[config.mk]
export PLATFORM = sky130hd
export DESIGN_NAME = ram_bus_ctrl
export DESIGN_NICKNAME = d
export VERILOG_FILES = /design/src/rtl/ram_bus_ctrl_pkg.sv /design/src/rtl/ram_bus_ctrl.sv
export SDC_FILE = /design/constraint.sdc
export NUM_CORES = 1
export LEC_CHECK = 0
export CORE_ASPECT_RATIO = 0.75
export CORE_UTILIZATION = 45
export DETAILED_ROUTE_END_ITERATION = 6
export GPL_ROUTABILITY_DRIVEN = 0
export HOLD_SLACK_MARGIN = 0.12
export PLACE_DENSITY = 0.76
export SETUP_SLACK_MARGIN = 0.1
export SKIP_LAST_GASP = 1
export SLEW_MARGIN = 20
export SYNTH_ARGS = -nofsm -noshare
export SYNTH_HDL_FRONTEND = slang
export SYNTH_SLANG_ARGS = --single-unit
export TNS_END_PERCENT = 1
[constraint.sdc]
create_clock -name clk -period 1.8 [get_ports clk]
set_input_delay 0.18 -clock clk [delete_from_list [all_inputs] [get_ports clk]]
set_output_delay 0.18 -clock clk [all_outputs]
set_load 0.05 [all_outputs]
[src/rtl/ram_bus_ctrl_pkg.sv]
// Shared definitions for the CP/M-80 block-RAM bus controller.
// Holds the RAM geometry defaults and the controller state encoding.
package ram_bus_ctrl_pkg;

    localparam int ADDR_W_DEF = 14;
    localparam int DATA_W_DEF = 8;
    localparam int RAM_DEPTH  = 16384;

    typedef enum logic [2:0] {
        ST_IDLE  = 3'd0,
        ST_RD1   = 3'd1,
        ST_RD2   = 3'd2,
        ST_WR1   = 3'd3,
        ST_LOAD  = 3'd4,
        ST_LDEND = 3'd5
    } state_t;

endpackage

[src/rtl/ram_bus_ctrl.sv]
// Sequences CPU read/write strobes and a streaming byte loader onto the single-port RAM.
// Reads ack 3 edges after the strobe, writes 2; loads run 1 byte/clock; busy callers are dropped.
module ram_bus_ctrl
    import ram_bus_ctrl_pkg::*;
#(
    parameter int ADDR_W = ADDR_W_DEF,
    parameter int DATA_W = DATA_W_DEF
) (
    input  logic              clk,
    input  logic              reset,
    input  logic              cpu_req,
    input  logic              cpu_we,
    input  logic [ADDR_W-1:0] cpu_addr,
    input  logic [DATA_W-1:0] cpu_wdata,
    output logic              cpu_busy,
    output logic              cpu_ack,
    output logic [DATA_W-1:0] cpu_rdata,
    input  logic              ld_start,
    input  logic [ADDR_W-1:0] ld_base,
    input  logic [ADDR_W:0]   ld_len,
    input  logic              ld_valid,
    input  logic [DATA_W-1:0] ld_data,
    output logic              ld_ready,
    output logic              ld_busy,
    output logic              ld_done,
    output logic              ram_ce,
    output logic              ram_wre,
    output logic              ram_oce,
    output logic [ADDR_W-1:0] ram_ad,
    output logic [DATA_W-1:0] ram_din,
    input  logic [DATA_W-1:0] ram_dout
);

    state_t            state;
    logic              ld_pend;
    logic [ADDR_W-1:0] base_q;
    logic [ADDR_W:0]   len_q;
    logic [ADDR_W-1:0] counter;
    logic [ADDR_W:0]   remain;

    assign ram_oce  = 1'b1;
    assign ld_ready = (state == ST_LOAD);

    always_ff @(posedge clk) begin
        if (reset) begin
            state     <= ST_IDLE;
            ld_pend   <= 1'b0;
            base_q    <= '0;
            len_q     <= '0;
            counter   <= '0;
            remain    <= '0;
            cpu_busy  <= 1'b0;
            cpu_ack   <= 1'b0;
            cpu_rdata <= '0;
            ld_busy   <= 1'b0;
            ld_done   <= 1'b0;
            ram_ce    <= 1'b0;
            ram_wre   <= 1'b0;
            ram_ad    <= '0;
            ram_din   <= '0;
        end else begin
            cpu_ack <= 1'b0;
            ld_done <= 1'b0;

            // ld_busy covers both pending and running loads, so a repeat start is ignored
            if (ld_start && !ld_busy) begin
                base_q  <= ld_base;
                len_q   <= ld_len;
                ld_pend <= 1'b1;
                ld_busy <= 1'b1;
            end

            case (state)
                ST_IDLE: begin
                    if (cpu_req) begin
                        ram_ce   <= 1'b1;
                        ram_ad   <= cpu_addr;
                        cpu_busy <= 1'b1;
                        if (cpu_we) begin
                            ram_wre <= 1'b1;
                            ram_din <= cpu_wdata;
                            state   <= ST_WR1;
                        end else begin
                            ram_wre <= 1'b0;
                            state   <= ST_RD1;
                        end
                    end else if (ld_pend) begin
                        counter  <= base_q;
                        remain   <= len_q;
                        ld_pend  <= 1'b0;
                        cpu_busy <= 1'b1;
                        state    <= (len_q == '0) ? ST_LDEND : ST_LOAD;
                    end
                end
                ST_RD1: begin
                    ram_ce <= 1'b0;
                    state  <= ST_RD2;
                end
                ST_RD2: begin
                    cpu_rdata <= ram_dout;
                    cpu_ack   <= 1'b1;
                    cpu_busy  <= 1'b0;
                    state     <= ST_IDLE;
                end
                ST_WR1: begin
                    ram_ce   <= 1'b0;
                    ram_wre  <= 1'b0;
                    cpu_ack  <= 1'b1;
                    cpu_busy <= 1'b0;
                    state    <= ST_IDLE;
                end
                ST_LOAD: begin
                    if (ld_valid) begin
                        ram_ce  <= 1'b1;
                        ram_wre <= 1'b1;
                        ram_ad  <= counter;
                        ram_din <= ld_data;
                        counter <= counter + 1'b1;
                        remain  <= remain - 1'b1;
                        if (remain == (ADDR_W+1)'(1)) begin
                            state <= ST_LDEND;
                        end
                    end else begin
                        ram_ce  <= 1'b0;
                        ram_wre <= 1'b0;
                    end
                end
                ST_LDEND: begin
                    ram_ce   <= 1'b0;
                    ram_wre  <= 1'b0;
                    ld_done  <= 1'b1;
                    ld_busy  <= 1'b0;
                    cpu_busy <= 1'b0;
                    state    <= ST_IDLE;
                end
                default: state <= ST_IDLE;
            endcase
        end
    end

endmodule
## Word level (Yosys, flattened, before mapping)

Cells that the tools add are included.

| word-level totals | value |
|---|---|
| input port bits | 73 |
| ROM bits | 0 |
| output and inout bits | 38 |
| memories kept | 0 |
| register bits after elaboration | 98 |
| logic and storage cells | 87 |
| latch bits | 0 |
| memory bits (writable) | 0 |

| cells by class | value |
|---|---|
| equal/unequal tests | 13 |
| order comparisons | 0 |
| bitwise operators | 0 |
| $add $sub $neg | 2 |
| divide/modulo/power cells | 0 |
| reductions and logical operators | 20 |
| $mul | 0 |
| muxes and demuxes | 37 |
| shift operators | 0 |

Operator list:

| kind | count |
|---|---|
| $mux 14 | 5 |
| $pmux 14 s2 | 2 |
| $mux 15 | 3 |
| $pmux 15 s2 | 1 |
| $mux 8 | 3 |
| $pmux 8 s2 | 1 |
| $eq 15x1->1 const B | 1 |
| $logic_not 15->1 | 1 |
| $sub 15x1->15 const B | 1 |
| $add 14x1->14 const B | 1 |
| $mux 1 | 13 |
| $mux 3 | 4 |
| $ne 2x2->1 const B | 5 |
| $pmux 3 s3 | 1 |
| $reduce_and 4->1 | 2 |
| $eq 3x2->1 const B | 2 |
| $eq 3x3->1 const B | 2 |
| $pmux 1 s3 | 2 |
| $reduce_and 2->1 | 3 |
| $reduce_and 3->1 | 2 |
| $reduce_bool 3->1 | 2 |
| $reduce_or 2->1 | 3 |
| $reduce_or 3->1 | 2 |
| $reduce_bool 2->1 | 2 |
| 8 further kinds | 8 |

## Depth between registers and ports, before layout

Gate-level depths: netlist of the first run.

| logic depth | value |
|---|---|
| depth after elaboration | 6 |
| mapped depth | 8 |
| depth with buffers taken out | 6 |

## Least setup slack after synthesis of the first run

Ideal clock, no wire load.

| timing path | value |
|---|---|
| kind | register to register |
| start point | reg remain[4] |
| end point | reg state[0] |
| clock period less this slack | 1.789 ns |
| buffers on the path | 0 |
| data required time | 1.700 ns |
| library setup time | 0.100 ns |
| arrival | 1.689 ns |
| stages on the path, launching flop included | 5 |
| slack | 0.011 ns |
| cells stage by stage | dfxtp_1 or3_4 or4_1 o31a_1 a2111oi_4 |

| between the ends | value |
|---|---|
| longest elaborated chain between the ends | 3 |

RTL lines:

| element | line | RTL |
|---|---|---|
| start: declaration | ram_bus_ctrl.sv:39 | `logic [ADDR_W:0] remain;` |
| start signal: assignment | ram_bus_ctrl.sv:89 | `remain <= len_q;` |
| start signal: assignment | ram_bus_ctrl.sv:119 | `remain <= remain - 1'b1;` |
| $eq 15x1->1 | ram_bus_ctrl.sv:120 | `if (remain == (ADDR_W+1)'(1)) begin` |
| $ne 2x1->1 (no line) | n/a |  |
| $reduce_and 3->1 (no line) | n/a |  |
| end signal: assignment | ram_bus_ctrl.sv:92 | `state <= (len_q == '0) ? ST_LDEND : ST_LOAD;` |
| end: declaration | ram_bus_ctrl.sv:34 | `state_t state;` |

Every way passes these cells.
A chain may end at the register's enable or synchronous reset.

## Worst setup path after layout of the first run

| timing path | value |
|---|---|
| start point | reg remain[6] |
| end point | reg state[0] |

The elaborated chain is that of the path after synthesis.

==> out/results.ini, run 1 <==
[clocking]
clkLatencyLatePin_ps = 350
clkTransAtPathRegs_ps = 70
clock-sinks = 98
cts.path.max_buffers = 2
cts_setup_buffers = 0
htree_levels = 3
cts_buffers = 9
cts_tree = built
clockRootBuffer = clkbuf_16

[status]
status = finished, final reports clean

[global_route]
grt_max_degree = 48
gr-usage-met3_pct = 7.134
grt_util_met1_pct = 34.57
grtUsageMet2_pct = 41.14
grt_pass1_vias = 4583
grt_remaining_overflow = 0
track_usage_pct = 25.69
antenna_found_initial = 0
grt_pass1_wl_um = 22470
busiest_layer = met2

[power_and_ir_drop]
swShare_pct = 30.20
p_per_area_nw_per_um2 = 908.7
p_switching_mw = 1.805
power_frac_clock_pct = 35.4
p_leak_nw = 2.396
combPwrFrac_pct = 24.0
ir_worst_vdd_uv = 763.5
seqPwrFrac_pct = 40.6
p_int_mw = 4.171

[synthesis]
yosys-top-cells-count = 127 x nand2_1, 98 x dfxtp_1, 60 x nor2_1
ys_seq_elements = 98
synth.most_common_cell = nand2_1
syn-instance-count = 607
ys_seq_area_share_pct = 41.82
synth_area_leaders = dfxtp_1 42%, nand2_1 10%, a21oi_1 6.1%, nor2_1 4.8%, a311oi_1 4.3%
synth_top_cell_area_share_pct = 41.82
synth_edf_count = 0
synthesis.area_um2 = 4691
synthFlopType = dfxtp_1
synth_top_family_by_area = simple AND/OR/NAND/NOR gates
synth_xor_area_share_pct = 0.1867
synthMuxAreaShare_pct = 2.614
yosysWarnings = 0
synthArstFlopShare_pct = 0
synth_cell_types = 57
yosys.area_share.adder_pct = 0.8002
synth-compound-area-share_pct = 22.06
syn_nets = 683
yosys.area_share.simple_pct = 27.18
synth.largest_area_cell = dfxtp_1
syn_area_per_cell_um2 = 7.728

[critical_path]
reg2reg_depth = 4
slowest_delay_ps = 420
start_kind = flip-flop
cp_cell_sequence = or3_4 > or4_4 > o31a_1 > a2111oi_4
cp.required_ps = 2050
ff2ff_setup_slack_ps = 70
end_kind = flip-flop
path_class = reg2reg
path_max_fanout = 2
r2r_end = state[0]
slowest_stage = or4_4
cp-startpoint = remain[6]
worstPathArrival_ps = 1980
r2r-start = remain[6]

[sta]
setup_tns_ps = 0
period_minus_slack_ps = 1727
finClkSkew_ps = 5.838
relSlewSlack_pct = 65.32
fmax_mhz = 579.0
tightest_slew_ps = 518.6
hold_viol = 0
setup_viol_count_final = 0
maxSlewViolCount = 0
fin_crit_sh_pct = 95.95
rsz0062_at_grt = true
hold_slack_ps = 314.0

[route]
vias = 4956
wl_per_cell_um = 15.86
vias_per_cell = 5.736
wl_um = 13700
ant_nets = 0
initialDrtViolationCount = 476
drc_errors = 0
drtPass1Iterations = 5

[final_layout]
final_cells = 864
design_area_um2 = 6576
multiInputGateArea_um2 = 2522
drive_above_1_share_pct = 12.16
finalNetCount = 803
area_growth_pct = 40.20
final_util_pct = 66.49
num_antenna_cells = 0
final-seq-area_um2 = 1966
fill_cells = 849

[floorplan]
fp.dieH_um = 90.42
num_rows = 31
start_util_pct = 47.43
dieArea_um2 = 10840
ios = 111
core_um2 = 9891
die_x_um = 119.9

[hold_path]
hp-class = in2reg
hold_depth = 2
holdPathEnd = base_q[13]
hp-start = reset

[flow_run]
maxCapViolations = 0

[placement]
place_area_um2 = 6172
place_inst = 847
portBuffers = 109
place_hpwl_um = 9559

[cells by family (layout without fill, tap and decap cells)]
| kind of cell | after synthesis | count (layout) |
|---|---|---|
| and+or+nand+nor | 278 | 278 |
| AOI/OAI and AO/OA | 156 | 156 |
| DFF | 98 | 98 |
| buffers and inverters | 58 | 183 |
| muxes | 12 | 12 |
| adders and majority gates | 3 | 3 |
| other | 1 | 1 |
| xor gates and xnor gates | 1 | 1 |
[final cells by class]
cell class	count	share of cell area, %
multi-input combinational	451	38.36
sequential	98	29.89
timing repair buffer	157	23.67
clock buffer	9	3.425
tap	132	2.511
clock inverter	7	1.541
inverter	10	0.6088
[per-layer routing]
layer	wire (um)	vias up	share of wire (%)
met5	0	-	0
met4	182	0	1.3
met3	1183	21	8.6
met2	6242	231	46
met1	6091	2323	44
li1	-	2381	-
[worst max path at each step]
stage | to | cells past startpoint | slack [ps]
after floorplan | state[0] | 4 | 50
after global placement | counter[3] | 6 | -170
after detailed placement | counter[2] | 6 | -210
after CTS | state[0] | 4 | -10
after global routing | remain[8] | 6 | -10
final | state[0] | 4 | 70
[power groups by stage]
stage                     Sequential, mW  Clock (mW)  Combinational (mW)
final                               2.43        2.11                1.43
after global routing                2.45        2.24                1.54
after CTS                           2.42        2.13                1.41
after detailed placement            2.47           0                1.39
after global placement              2.46           0                1.36
after floorplan                     2.72           0               0.565
[flip-flops by register name, indices dropped and copies added, names as in the netlist]
name and count:
ld_done 1, cpu_busy 1, counter 14, len_q 15
ld_pend 1, base_q 14, ram_din 8, ram_ad 14
cpu_ack 1, cpu_rdata 8, state 3, remain 15
ram_wre 1, ld_busy 1, ram_ce 1
[what timing repair did]
item,in CTS,in global routing
hold buffers,0,0
endpoints found under the setup margin,28,74
gates cloned,1,0
pin swaps,0,2
gates resized for setup,2,14
[critical path: cells and delay by family (launching register included)]
family | cells | cell delay [ps]
DFF | 1 | 320
and+or+nand+nor | 2 | 800
AOI/OAI and AO/OA | 2 | 510
[metrics by stage]
step | setup WS, ps | total power, mW
final | 72.84 | 5.976
after global routing | -12.55 | 6.228
after CTS | -12.48 | 5.972
after detailed placement | -213.7 | 3.866
after global placement | -167.5 | 3.828
after floorplan | 51.14 | 3.287
[cells in the final DEF (no fill, tap or decap), types with 3 or more instances in the layout]
cell               n
nand2_1          126
clkdlybuf4s50_1  107
dfxtp_1           95
nor2_1            60
a21oi_1           57
buf_4             41
a311oi_1          23
o21ai_0           21
nor3_1            20
a31oi_1           11
mux2i_1           10
inv_1              9
nor4_1             9
clkbuf_16          9
nand3_1            8
a21o_1             8
and2_1             8
nand2b_1           7
buf_12             7
a211oi_1           6
nand4_1            6
and3_1             5
nor3b_1            4
nor2b_1            4
o21bai_1           4
or3b_4             3
a221oi_1           3
ha_1               3
dfxtp_2            3
Note: power is estimated with default switching activity, not from simulation.
==> run 2, diff against run 1 <==
- CORE_ASPECT_RATIO: 0.75 -> unset
- CORE_MARGIN: unset -> 1.5
==> out/results.ini, run 2 (synthesized netlist as in run 1, its figures left out) <==
[route]
initialDrtViolationCount = 360  ; was 476
wl_per_cell_um = 14.98  ; was 15.86 um
wl_um = 13070  ; was 13,700 um
vias_per_cell = 5.616  ; was 5.736
vias = 4897  ; was 4,956
drc_errors = 0  ; unchanged
drtPass1Iterations = 5  ; unchanged
ant_nets = 0  ; unchanged

[placement]
place_hpwl_um = 9209  ; was 9559 um
place_area_um2 = 6217  ; was 6172 um^2
dp_slack_ps = -172.6  ; was -213.7 ps
portBuffers = 109  ; unchanged
place_inst = 856  ; was 847

[critical_path]
slowest_stage = or3b_4  ; was or4_4
worstPathArrival_ps = 1570  ; was 1980 ps
path_max_fanout = 16  ; was 2
start_kind = flip-flop  ; unchanged
path_class = reg2out  ; was reg2reg
cp.required_ps = 1620  ; was 2050 ps
cp_cell_sequence = or3b_4 > inv_4 > buf_12 > buf_12  ; was or3_4 > or4_4 > o31a_1 > a2111oi_4
cp_common_cell = buf_12
slowest_delay_ps = 430  ; was 420 ps
end_kind = primary output  ; was flip-flop

[floorplan]
ios = 111  ; unchanged
num_rows = 37  ; was 31
die_x_um = 105.1  ; was 119.9 um
dieArea_um2 = 11050  ; was 10,840 um^2
core_um2 = 10230  ; was 9891 um^2
start_util_pct = 45.85  ; was 47.43%
fp.dieH_um = 105.1  ; was 90.42 um

[sta]
fmax_mhz = 571.8  ; was 579.0 MHz
hold_slack_ps = 183.8  ; was 314.0 ps
maxSlewViolCount = 0  ; unchanged
period_minus_slack_ps = 1749  ; was 1727 ps
tightest_slew_ps = 512.1  ; was 518.6 ps
setup_tns_ps = 0  ; unchanged
hold_viol = 0  ; unchanged
finClkSkew_ps = 9.198  ; was 5.838 ps
setup_viol_count_final = 0  ; unchanged
relSlewSlack_pct = 65.75  ; was 65.32%
fin_crit_sh_pct = 97.15  ; was 95.95%
setup_slack_ps = 51.26  ; was 72.84 ps
rsz0062_at_grt = true  ; unchanged

[final_layout]
largestRegisters = len_q: 15 flops, remain: 15 flops  ; unchanged
final_cells = 872  ; was 864
final_common_cell = nand2_1  ; unchanged
num_antenna_cells = 0  ; unchanged
area_growth_pct = 38.46  ; was 40.20%
design_area_um2 = 6495  ; was 6576 um^2
fill_cells = 887  ; was 849
final_cell_mix = 127 x nand2_1, 105 x clkdlybuf4s50_1, 95 x dfxtp_1  ; was 126 x nand2_1, 107 x clkdlybuf4s50_1, 95 x dfxtp_1
finalNetCount = 807  ; was 803
drive_above_1_share_pct = 12.36  ; was 12.16%

[clocking]
clkLatencyLatePin_ps = 380  ; was 350 ps
cts_tree = built  ; unchanged
htree_levels = 3  ; unchanged
clockRootBuffer = clkbuf_8  ; was clkbuf_16
cts_buffers = 9  ; unchanged
clock-sinks = 98  ; unchanged
clkTransAtPathRegs_ps = 100  ; was 70 ps
postCtsHoldBufs = 0  ; unchanged
cts_setup_buffers = 0  ; unchanged
cts.path.max_buffers = 2  ; unchanged

[hold_path]
hp-class = in2reg  ; unchanged

[power_and_ir_drop]
p_per_area_nw_per_um2 = 855.7  ; was 908.7 nW/um^2
p_leak_nw = 2.382  ; was 2.396 nW
ir_worst_vdd_uv = 424.1  ; was 763.5 uV

[global_route]
grt_pass1_wl_um = 21440  ; was 22,470 um
grt_remaining_overflow = 0  ; unchanged
track_usage_pct = 23.76  ; was 25.69%
antenna_found_initial = 0  ; unchanged
grt_pass1_vias = 4592  ; was 4,583
grt_max_degree = 49  ; was 48

[flow_run]
maxCapViolations = 0  ; unchanged

[status]
status = finished, final reports clean  ; unchanged

==> run 2: cell count changes in the layout (fill, tap and decap cells not counted), sizes merged <==
cell	change
clkinvlp	-1
bufinv	+1
bufbuf	-1
dlygate4sd2	+1
buf	+5
clkdlybuf4s50	-2
dlymetal6s2s	+1
inv	-1
clkinv	+1
==> run 2: layout make-up <==
cell class / instances / area, um^2 / share of cell area, %
Multi-Input combinational cell: 451 / 2516 / 38.74
Sequential cell: 98 / 1966 / 30.26
Timing Repair Buffer: 161 / 1563 / 24.06
Tap cell: 136 / 170.2 / 2.620
Clock buffer: 9 / 123.9 / 1.907
Clock inverter: 7 / 116.4 / 1.792
Inverter: 10 / 40.04 / 0.6165
==> run 2: power breakdown <==
part	leakage [nW]	switching, mW	total, mW	internal (mW)
Sequential	0.803	0.106	2.42	2.32
Combinational	1.46	0.800	1.42	0.619
Clock	0.120	0.791	1.71	0.923
Total	2.38	1.70	5.56	3.86
==> run 2: worst paths after layout <==
check,startpoint,endpoint,slack [ps],depth (start not counted)
setup reg to reg,remain[1],remain[8],90,6
setup / recovery,state[2],ld_ready,50,4
hold / removal,reset,remain[9],180,2
hold reg to reg,base_q[2],base_q[2],450,2
==> run 2: critical path, delay by kind of cell (launching register included) <==
kind	cells	cell delay, ps
flip-flops	1	370
AND/OR/NAND/NOR	1	430
buffers and inverters	3	390
==> run 2: what timing repair did <==
item	CTS	global route
cloned	0	0
endpoints found under the setup margin	48	85
resized for setup	2	10
pin swaps	0	2
==> run 2: stage by stage <==
stage / power (mW) / utilization [%]
finish: 5.558 / 63.48
floorplan: 3.287 / -
detailed placement: 3.871 / 60.77
global placement: 3.835 / 60.77
global route: 5.808 / 63.48
CTS: 5.576 / 63.13
==> run 2: metal layers <==
| layer | routed length [um] | global-route usage, % |
|---|---|---|
| met1 | 5688 | 29.76 |
| met2 | 6285 | 39.59 |
| met3 | 874 | 5.178 |
| met4 | 217 | 9.491 |
| met5 | 0 | 0 |
